### src/rtl/rr_arb_pkg.sv
// Shared types and sizes for the round-robin decoder arbiter.
// Holds N_REQ/IDX_W, the FSM state enum and the search-result struct.
package rr_arb_pkg;

  localparam int N_REQ = 8;
  localparam int IDX_W = 3;

  typedef enum logic {
    IDLE,
    GRANT
  } arb_state_t;

  typedef struct packed {
    logic             found;
    logic [IDX_W-1:0] idx;
  } pick_t;

endpackage

### src/rtl/rr_decoder_arbiter_if.sv
// Request/grant bundle between requesting agents and the arbiter.
// master: agent side (drives req); slave: arbiter side (drives grant).
interface rr_decoder_arbiter_if;
  import rr_arb_pkg::*;

  logic [N_REQ-1:0] req;
  logic [N_REQ-1:0] gnt;
  logic [IDX_W-1:0] gnt_idx;
  logic             gnt_valid;
  logic             timeout;

  modport master (
    output req,
    input  gnt,
    input  gnt_idx,
    input  gnt_valid,
    input  timeout
  );

  modport slave (
    input  req,
    output gnt,
    output gnt_idx,
    output gnt_valid,
    output timeout
  );

endinterface

### src/rtl/decoder.sv
// Existing 3-to-8 one-hot decoder.
// Ports: sel (3-bit index) in, dec (8-bit one-hot) out.
module decoder
  import rr_arb_pkg::*;
(
  input  logic [IDX_W-1:0] sel,
  output logic [N_REQ-1:0] dec
);

  always_comb begin
    dec = '0;
    dec[sel] = 1'b1;
  end

endmodule

### src/rtl/rr_decoder_arbiter.sv
// Round-robin arbiter for 8 requesters; registered owner index decoded to one-hot gnt.
// Ports: clk, rst (sync, active-high), bus (slave: req in; gnt/gnt_idx/gnt_valid/timeout out).
// Optional hold timeout with masking is built when RR_ARB_TIMEOUT_EN is defined.
module rr_decoder_arbiter
  import rr_arb_pkg::*;
#(
  parameter int MAX_HOLD = 16
) (
  input  logic                 clk,
  input  logic                 rst,
  rr_decoder_arbiter_if.slave  bus
);

  if (MAX_HOLD < 2 || MAX_HOLD > 255) begin : g_bad_hold
    $error("MAX_HOLD out of range 2..255");
  end

  arb_state_t       state_q, state_d;
  logic [IDX_W-1:0] idx_q, idx_d;
  logic [IDX_W-1:0] ptr_q, ptr_d;
  logic             valid_q, valid_d;
  logic [N_REQ-1:0] own;
  logic [N_REQ-1:0] mask_eff;
  logic [N_REQ-1:0] elig;
  logic             rel;
  logic             rev;
  pick_t            win;

`ifdef RR_ARB_TIMEOUT_EN
  localparam logic [7:0] HOLD_LAST = 8'(MAX_HOLD - 1);
  logic [7:0]       cnt_q, cnt_d;
  logic [N_REQ-1:0] mask_q, mask_d;
  logic             timeout_q, timeout_d;
  assign mask_eff    = mask_q;
  assign bus.timeout = timeout_q;
`else
  assign mask_eff    = '0;
  assign bus.timeout = 1'b0;
`endif

  // First eligible bit at or above ptr, wrapping 7->0.
  function automatic pick_t rr_pick(
    input logic [N_REQ-1:0] e,
    input logic [IDX_W-1:0] ptr
  );
    pick_t            r;
    logic [IDX_W-1:0] j;
    r = '0;
    for (int i = 0; i < N_REQ; i++) begin
      j = ptr + IDX_W'(i);
      if (!r.found && e[j]) begin
        r.found = 1'b1;
        r.idx   = j;
      end
    end
    return r;
  endfunction

  decoder u_dec (
    .sel (idx_q),
    .dec (own)
  );

  assign bus.gnt       = own & {N_REQ{valid_q}};
  assign bus.gnt_idx   = idx_q;
  assign bus.gnt_valid = valid_q;

  assign elig = bus.req & ~mask_eff;

  always_comb begin
    state_d = state_q;
    idx_d   = idx_q;
    ptr_d   = ptr_q;
    valid_d = valid_q;
    rel     = 1'b0;
    rev     = 1'b0;
    win     = '0;
`ifdef RR_ARB_TIMEOUT_EN
    cnt_d     = cnt_q;
    mask_d    = mask_q & bus.req;
    timeout_d = 1'b0;
`endif
    unique case (state_q)
      IDLE: begin
        win = rr_pick(elig, ptr_q);
        if (win.found) begin
          state_d = GRANT;
          idx_d   = win.idx;
          valid_d = 1'b1;
`ifdef RR_ARB_TIMEOUT_EN
          cnt_d   = '0;
`endif
        end
      end
      GRANT: begin
        rel = !bus.req[idx_q];
`ifdef RR_ARB_TIMEOUT_EN
        rev = !rel && (cnt_q == HOLD_LAST);
`endif
        if (rel || rev) begin
          ptr_d = idx_q + 1'b1;
          // Releasing/revoked owner never re-wins in the same cycle.
          win   = rr_pick(elig & ~own, ptr_d);
`ifdef RR_ARB_TIMEOUT_EN
          cnt_d     = '0;
          timeout_d = rev;
          if (rev) mask_d = mask_d | own;
`endif
          if (win.found) begin
            idx_d = win.idx;
          end else begin
            state_d = IDLE;
            valid_d = 1'b0;
          end
        end else begin
`ifdef RR_ARB_TIMEOUT_EN
          cnt_d = cnt_q + 8'd1;
`endif
        end
      end
      default: begin
        state_d = IDLE;
        valid_d = 1'b0;
      end
    endcase
  end

  always_ff @(posedge clk) begin
    if (rst) begin
      state_q   <= IDLE;
      idx_q     <= '0;
      ptr_q     <= '0;
      valid_q   <= 1'b0;
`ifdef RR_ARB_TIMEOUT_EN
      cnt_q     <= '0;
      mask_q    <= '0;
      timeout_q <= 1'b0;
`endif
    end else begin
      state_q   <= state_d;
      idx_q     <= idx_d;
      ptr_q     <= ptr_d;
      valid_q   <= valid_d;
`ifdef RR_ARB_TIMEOUT_EN
      cnt_q     <= cnt_d;
      mask_q    <= mask_d;
      timeout_q <= timeout_d;
`endif
    end
  end

endmodule

### src/flat_wrapper.sv
// flat-port wrapper written by rule: the top's interface ports become plain ports
module rr_decoder_arbiter_flat import rr_arb_pkg::*;
#(
  parameter int MAX_HOLD = 16
)
  (clk, rst, bus_req, bus_gnt, bus_gnt_idx, bus_gnt_valid, bus_timeout);
  rr_decoder_arbiter_if bus_i ();
  input  logic clk;
  input  logic rst;
  input wire logic [$bits(bus_i.req)-1:0] bus_req;
  output wire logic [$bits(bus_i.gnt)-1:0] bus_gnt;
  output wire logic [$bits(bus_i.gnt_idx)-1:0] bus_gnt_idx;
  output wire logic [$bits(bus_i.gnt_valid)-1:0] bus_gnt_valid;
  output wire logic [$bits(bus_i.timeout)-1:0] bus_timeout;
  assign bus_i.req = bus_req;
  assign bus_gnt = bus_i.gnt;
  assign bus_gnt_idx = bus_i.gnt_idx;
  assign bus_gnt_valid = bus_i.gnt_valid;
  assign bus_timeout = bus_i.timeout;
  rr_decoder_arbiter #(.MAX_HOLD(MAX_HOLD)) u_core (.clk(clk), .rst(rst), .bus(bus_i));
endmodule
### config.mk
export PLATFORM = sky130hd
export DESIGN_NAME = rr_decoder_arbiter_flat
export DESIGN_NICKNAME = d
export VERILOG_FILES = /design/src/rtl/rr_arb_pkg.sv /design/src/rtl/rr_decoder_arbiter_if.sv /design/src/rtl/decoder.sv /design/src/rtl/rr_decoder_arbiter.sv /design/src/flat_wrapper.sv
export SDC_FILE = /design/constraint.sdc
export NUM_CORES = 1
export LEC_CHECK = 0
export ABC_AREA = 1
export ABC_CLOCK_PERIOD_IN_PS = 2900
export CORE_ASPECT_RATIO = 0.6
export CORE_UTILIZATION = 59
export CTS_BUF_LIST = sky130_fd_sc_hd__clkbuf_8
export CTS_CLUSTER_SIZE = 25
export DETAILED_ROUTE_END_ITERATION = 8
export PLACE_DENSITY = 0.83
export REMOVE_ABC_BUFFERS = 1
export SYNTH_ARGS = -nofsm -noshare
export SYNTH_HDL_FRONTEND = slang
export SYNTH_HIERARCHICAL = 1
export SYNTH_SLANG_ARGS = --single-unit
### constraint.sdc
create_clock -name clk -period 2.9 [get_ports clk]
set_clock_uncertainty 0.2 [all_clocks]
set_input_delay 0.58 -clock clk [delete_from_list [all_inputs] [get_ports clk]]
set_output_delay 0.58 -clock clk [all_outputs]
set_load 0.01 [all_outputs]
==> metrics, run 1 <==
fin nets=430; RR Endpoint=u_core/bus.gnt_valid; Core ar.=3040 um^2; synthesized netlist cell count=387; worst slack, placed=-0.0642 ns; R2R setup slack=0.20 ns; number of remaining DRC errors=0; vias in the first global route=2008; Seq/Total Area, Yosys=0.0800; global-route wire length before repair=~9600 um; initial antenna violation count=0; Peak supply drop=0.882 mV; Worst Slack Setup Final=0.133 ns; Final Max Slew Viols=0; leakage=about 0.0012 uW; I/O pin count=23; Core Rows=15; crit end category=register; fin area=2330 um^2; most frequent cells in the layout=nand2_1, nand3_1, nor2_1; Num CTS Buffers=3; drt via density=5.80; largest cells by area after synthesis=nand2_1, nand3_1, nor2_1; CTS tree=built; Synth area leader=nand2_1; crit path to=u_core/bus.gnt_idx[0]; Layout fillers=roughly 250; path type of the worst setup path=in2reg; later-pin clock latency in the skew report=roughly 0.23 ns; Synth top area share=0.225; yosys warns=6; status=complete, no violations; Pre-antenna DRT Iters=5; Mapped Area=2000 um^2; Iter 0 DRT Violations=about 360; # port buffers=21; min cycle time layout=2.77 ns; DP HPWL=5000 um; largest net degree at the start of global routing=20; Slew headroom=0.612; overall routed net length=6270 um; Fmax=0.361 GHz; clk buf depth=2; Final Hold Viols=0; Chip Height=47.1 um; vias post-DR=2650; most common cell after layout, fill and taps aside=nand2_1; maxcap violations=0; crit-path max FO=7; CP Data Required Time=2.82 ns; RR Startpoint=u_core/bus.gnt_idx[0]; worst hold path class=reg2reg; Inst Count DP=around 450; startpoint types=primary input; Inserted Diodes=0; H-tree Lvls=1; CTS Sinks=8; wire length per cell=around 14 um; Clk Tree Root Cell=clkbuf_8; CP startpoint=bus_req[7]; initial core utilization=0.659; grt ovf=0; share of post-route cells with drive strength above 1=0.111; Reg clk slew, reported paths=0.04 ns; CTS Hold Buffers Added=0; Power Total=3150 uW; ANT nets after route=0; GP Congestion=between 0.9 and 1; synth unique cells=36; worst r2r path cells=11; placed cell areas=around 2300 um^2; worst-margin pin slew=0.580 ns; final setup violating endpoints=0; Post-CTS Setup Bufs=0; DIE WIDTH=77.2 um; non-filler cells, final=approximately 460; Die ar.=3640 um^2; Syn Area/Cell=around 5.2 um^2; RSZ-0062 raised after global routing=yes; CP arrival=between 2 and 3 ns; power density cells=approximately 1400 nW/um^2; CTS resizes=0; Area growth syn-to-layout=16.2%; Synth Register Bits=8; global-route usage over all layers=0.349; share of the clock period used by the worst path=0.954
flip-flops by register name (all words and copies together) (netlist names):
name / cells
u_core/bus.gnt_idx: 3
u_core/ptr_q: 3
u_core/bus.gnt_valid: 1
u_core/state_q: 1
synth_stat cells:
master and n:
nand2_1 120, nand3_1 77, nor2_1 48, inv_1 47
o21ai_0 13, dfxtp_1 8, inv_2 8, nand4_1 8
a21oi_1 7, buf_6 5, nand3_2 5, nand2_2 4
a31oi_1 3, buf_4 3, ha_1 3, nor2_4 3
nand2_4 2, nand4_2 2, nor2_2 2, o21bai_1 2
o22ai_1 2, a211oi_1 1, a21o_1 1, and2_1 1
clkbuf_1 1, clkinv_1 1, conb_1 1, inv_4 1
nand3b_4 1, nor3_1 1, o21ai_1 1, o32ai_1 1
xnor2_1 1, xnor2_4 1, xor2_1 1, xor2_2 1
worst min-delay path by stage:
stage	from	slack, ns	depth (start not counted)	to
finish	u_core/state_q	0.38	1	u_core/bus.gnt_valid
global route	u_core/state_q	0.40	1	u_core/bus.gnt_valid
CTS	u_core/state_q	0.37	1	u_core/bus.gnt_valid
detailed placement	u_core/state_q	0.38	1	u_core/bus.gnt_valid
global placement	u_core/state_q	0.37	1	u_core/bus.gnt_valid
floorplan	u_core/state_q	0.32	1	u_core/bus.gnt_valid
final cells by class:
class	count	area, um^2	area share
inverters	57	216	0.0930
repair buffers	34	308	0.132
multi-input cells	313	1550	0.666
well taps	42	52.6	0.0226
flip-flops and latches	8	160	0.0688
clock buffers	3	41.3	0.0177
where the power goes:
part           switching [uW]  internal [uW]
clock network            40.0           89.5
registers                39.9            145
logic                    1910            931
total                    1990           1160
worst max-delay path, cell delays in order:
cell and delay (ns):
clkdlybuf4s50_1 0.53, nand2_1 0.14, nand3_1 0.11, nand3_1 0.14, nand2_1 0.15, nor2_4 0.16
nand4_2 0.14, nor2_4 0.20, nand3_2 0.13, nand3b_4 0.14, inv_2 0.05, nand2_2 0.07
nand2_1 0.05, nand2_1 0.06, nor2_1 0.04
stage by stage:
| stage | utilization | hold WS, ns | setup TNS, ns |
|---|---|---|---|
| after floorplan | - | 0.323 | -0.424 |
| after global placement | 0.750 | 0.372 | 0 |
| after detailed placement | 0.750 | 0.376 | -0.0798 |
| after CTS | 0.764 | 0.368 | 0 |
| after global routing | 0.765 | 0.404 | -0.0425 |
| final | 0.765 | 0.382 | 0 |
cell families (layout without fill, tap and decap cells):
| family | Yosys count | count (layout) | share of synthesized area |
|---|---|---|---|
| buf+inv | 66 | 94 | 0.149 |
| other cells | 1 | 1 | 0.00187 |
| xor+xnor | 4 | 4 | 0.0306 |
| flops | 8 | 8 | 0.0799 |
| simple gates | 274 | 274 | 0.632 |
| fa+ha+maj | 3 | 3 | 0.0187 |
| compound gates | 31 | 31 | 0.0874 |
routing by layer:
metal  up-vias  GRT usage  part of all wire
met1      1149      0.544              0.47
met2       188      0.490              0.38
met3         2     0.0777              0.15
met5         -          0                 0
met4         0     0.0377            0.0011
li1       1311          -                 -
Note: power is estimated with default switching activity, not from simulation.
==> inputs of run 2 (changes only) <==
- CAP_MARGIN: default -> 10
==> results of run 2 <==
No change in the layout: final DEF, timing and power equal those of run 1.
==> inputs of run 3 (changes only) <==
- ABC_CLOCK_PERIOD_IN_PS: 2900 -> 2500
- CORE_UTILIZATION: 59 -> 53
- PLACE_DENSITY: 0.83 -> 0.79
- clock period: 2.9 -> 2.5 ns (I/O delays scaled with it)
==> run 3 against run 2 <==
Net effect: synthesized cell count is the same; area after synthesis is the same; the flow now stops in 5_1_grt.
==> metrics, run 3 <==
CTS Hold Buffers Added=0 (unchanged); global-route usage over all layers=0.859; initial core utilization=0.585 (-0.0737); most frequent cells after synthesis=nand2_1, nand3_1, nor2_1; yosys warns=6 (unchanged); DIE WIDTH=81.4 um (+5.4%); CTS Sinks=8 (unchanged); DP HPWL=5820 um (+16%); # port buffers=21 (unchanged); Inst Count DP=502 (+11%); grt ovf=167; Synth Register Bits=8 (unchanged); Synth top area share=0.225 (unchanged); synthesized netlist cell count=387 (unchanged); Seq/Total Area, Yosys=0.0800 (unchanged); Clk Tree Root Cell=clkbuf_8; Chip Height=49.6 um (+5.3%); Mapped Area=2000 um^2 (unchanged); ys flop type=dfxtp_1; Failed at=5_1_grt; clk buf depth=2 (unchanged); Worst-path end type=register data pin; Syn Area/Cell=5.18 um^2 (unchanged); largest net degree at the start of global routing=12; status=stopped before the end; H-tree Lvls=1 (unchanged); GP Congestion=0.970 (+2.7%); I/O pin count=23 (unchanged); Num CTS Buffers=3 (unchanged); worst_ep grt=u_core/bus.gnt_idx[0]$_SDFFE_PP0P_/D; count leader, synth=nand2_1; largest cells by area after synthesis=nand2_1, nand3_1, nor2_1; stop err=[ERROR GRT-0232] Routing congestion too high. Check the congestion heatmap in the GUI.; Core Rows=16 (+1); placed cell areas=2620 um^2 (+15%); Synth area leader=nand2_1; async set or reset register ratio after synthesis=0 (unchanged); synth unique cells=36 (unchanged); Post-synth EDFFs=0 (unchanged)
==> run 3: per-layer routing <==
metal  track usage  GRT overflow
met5        0.0714             0
met4          1.04            69
met3         0.641             2
met2          1.06            95
met1         0.825             1
==> run 3: stage by stage <==
stage / worst slack, ns / util / TNS [ns] / hold slack, ns
global placement: -0.299 / 0.766 / -1.24 / 0.365
CTS: 0.000487 / 0.801 / 0 / 0.383
detailed placement: -0.355 / 0.766 / -1.47 / 0.379
floorplan: -0.527 / - / -2.42 / 0.323
==> run 3: cells by family after synthesis <==
| group | share of synthesized area |
|---|---|
| AO/OA/AOI/OAI | 0.0874 |
| AND/OR/NAND/NOR | 0.632 |
| XOR/XNOR | 0.0306 |
| adder cells (fa/ha/maj) | 0.0187 |
| buffers and inverters | 0.149 |
| flip-flops | 0.0799 |
| other | 0.00187 |
==> run 3: timing repair <==
item / CTS
endpoints found under the setup margin: 5
endpoints found under the hold margin: 0
setup buffers: 3
resized for setup: 25
pin swaps: 6
==> inputs of run 4 (changes only) <==
- ABC_CLOCK_PERIOD_IN_PS: 2500 -> 3250
- CORE_ASPECT_RATIO: 0.6 -> default
- CORE_UTILIZATION: 53 -> 40
- CTS_BUF_LIST: sky130_fd_sc_hd__clkbuf_8 -> default
- CTS_CLUSTER_SIZE: 25 -> default
- PLACE_DENSITY: 0.79 -> default
- PLACE_DENSITY_LB_ADDON: default -> 0.15
- clock period: 2.5 -> 3.25 ns (I/O delays scaled with it)
==> run 4 against run 3 <==
Net effect: the run now ends clean.
==> metrics, run 4 (synthesized netlist as in run 1, its figures left out) <==
Fmax=0.346 GHz; setup TNS=0 ns; RR Startpoint=u_core/bus.gnt_idx[1]; power share of the clock group=0.046; non-filler cells, final=473; Power Total=2640 uW; placed cell areas=2240 um^2 (-14%); share of the clock period used by the worst path=0.890; H-tree Lvls=1 (unchanged); Final Hold Viols=0; DP HPWL=4820 um (-17%); CTS Hold Buffers Added=0 (unchanged); clk buf depth=2 (unchanged); Inst Count DP=470 (-6.4%); path type of the worst setup path=reg2reg; CP startpoint=u_core/bus.gnt_idx[1]; Logic pwr share=0.885; leakage=0.00120 uW; grt ovf=0; min cycle time layout=between 2 and 3 ns; RSZ-0062 raised after global routing=no; most frequent cells in the layout=nand2_1, nand3_1, nor2_1; switching part of the total=0.634; overall routed net length=approximately 5900 um; GP Congestion=0.899 (-7.4%); share of post-route cells with drive strength above 1=0.0911; Peak supply drop=0.490 mV; Core ar.=between 4000 and 5000 um^2; worst r2r path cells=11; Chip Height=72.8 um (+47%); Inserted Diodes=0; crit path to=u_core/bus.gnt_valid; Reg clk slew, reported paths=about 0.04 ns; Pint=967 uW; global-route usage over all layers=0.242; Final Max Slew Viols=0; status=complete, no violations; largest net degree at the start of global routing=25; later-pin clock latency in the skew report=0.23 ns; crit end category=register; final setup violating endpoints=0; worst hold path class=reg2reg; crit-path max FO=8; Iter 0 DRT Violations=184; R2R setup slack=0.36 ns; wire length per cell=12.6 um; number of remaining DRC errors=0; Post-CTS Setup Bufs=0 (-3); fin nets=421; Clk Tree Root Cell=clkbuf_8; Crit-path slowest cell=dfxtp_1; Num CTS Buffers=3 (unchanged); fin area=2290 um^2; vias in the first global route=roughly 2200; power density cells=approximately 1200 nW/um^2; fin util=0.478; maxcap violations=0; CP Data Required Time=3.15 ns; drt via density=5.28; # port buffers=21 (unchanged); Area growth syn-to-layout=14.1%; Critical Path Max Stage Delay=0.52 ns; RR Endpoint=u_core/bus.gnt_valid; Core Rows=25 (+9); DIE WIDTH=72.8 um (-11%); I/O pin count=23 (unchanged); Die ar.=between 5000 and 6000 um^2; CTS resizes=0 (-100%); worst-path cell chain=ha_1, xnor2_4, inv_2, nand2_1, nand3_1, nand2_2, nand4_2, nor2_4, nand3_2, o21ai_0, o32ai_1; initial antenna violation count=0; Pre-antenna DRT Iters=6; CTS Sinks=8 (unchanged); CTS tree=built; startpoint types=register; initial core utilization=0.419 (-0.167); ANT nets after route=0; Switching Power=1670 uW; global-route wire length before repair=10200 um; most common cell after layout, fill and taps aside=nand2_1; CP arrival=2.79 ns; vias post-DR=approximately 2500; sequential share of power=0.069
==> run 4: area by class of cell <==
class / count / area, um^2
sequential: 8 / 160
inverter: 57 / 216
clock buffer: 3 / 41.3
fill: 548 / 2500
multi-input combinational: 313 / 1540
tap: 67 / 83.8
timing repair buffer: 25 / 240
==> run 4: worst max-delay path, delay by kind of cell (launching register included) <==
kind	cells	cell delay [ns]
buf+inv	1	0.12
flops	1	0.52
xor+xnor	1	0.34
fa+ha+maj	1	0.43
simple gates	6	0.78
compound gates	2	0.37
==> run 4: per-stage QoR <==
step	hold WS (ns)	setup WS [ns]
2_1_floorplan	0.323	0.223
3_3_place_gp	0.388	0.289
3_5_place_dp	0.389	0.230
4_1_cts	0.399	0.374
5_1_grt	0.448	0.101
6_report	0.397	0.357
==> run 4: worst min path at each step <==
stage | end | cells after the start | slack (ns) | startpoint
floorplan | u_core/bus.gnt_valid | 1 | 0.32 | u_core/state_q
global placement | u_core/bus.gnt_valid | 1 | 0.39 | u_core/state_q
detailed placement | u_core/bus.gnt_valid | 1 | 0.39 | u_core/state_q
CTS | u_core/bus.gnt_valid | 1 | 0.40 | u_core/state_q
global route | u_core/bus.gnt_valid | 1 | 0.45 | u_core/state_q
finish | u_core/bus.gnt_valid | 1 | 0.40 | u_core/state_q
==> run 4: power by group through the flow <==
stage	sequential, uW	clock [uW]	combinational, uW
detailed placement	183	0	2300
CTS	183	124	2310
global route	188	129	2660
finish	182	121	2340
floorplan	214	0	1720
global placement	184	0	2290
==> run 4: per-layer routing <==
layer  vias to the layer above  wire, um  GRT usage
met2                        87      2640      0.389
met3                         4       415     0.0414
met4                         0        27     0.0174
li1                       1287         -          -
met5                         -         0          0
met1                      1118      2850      0.350
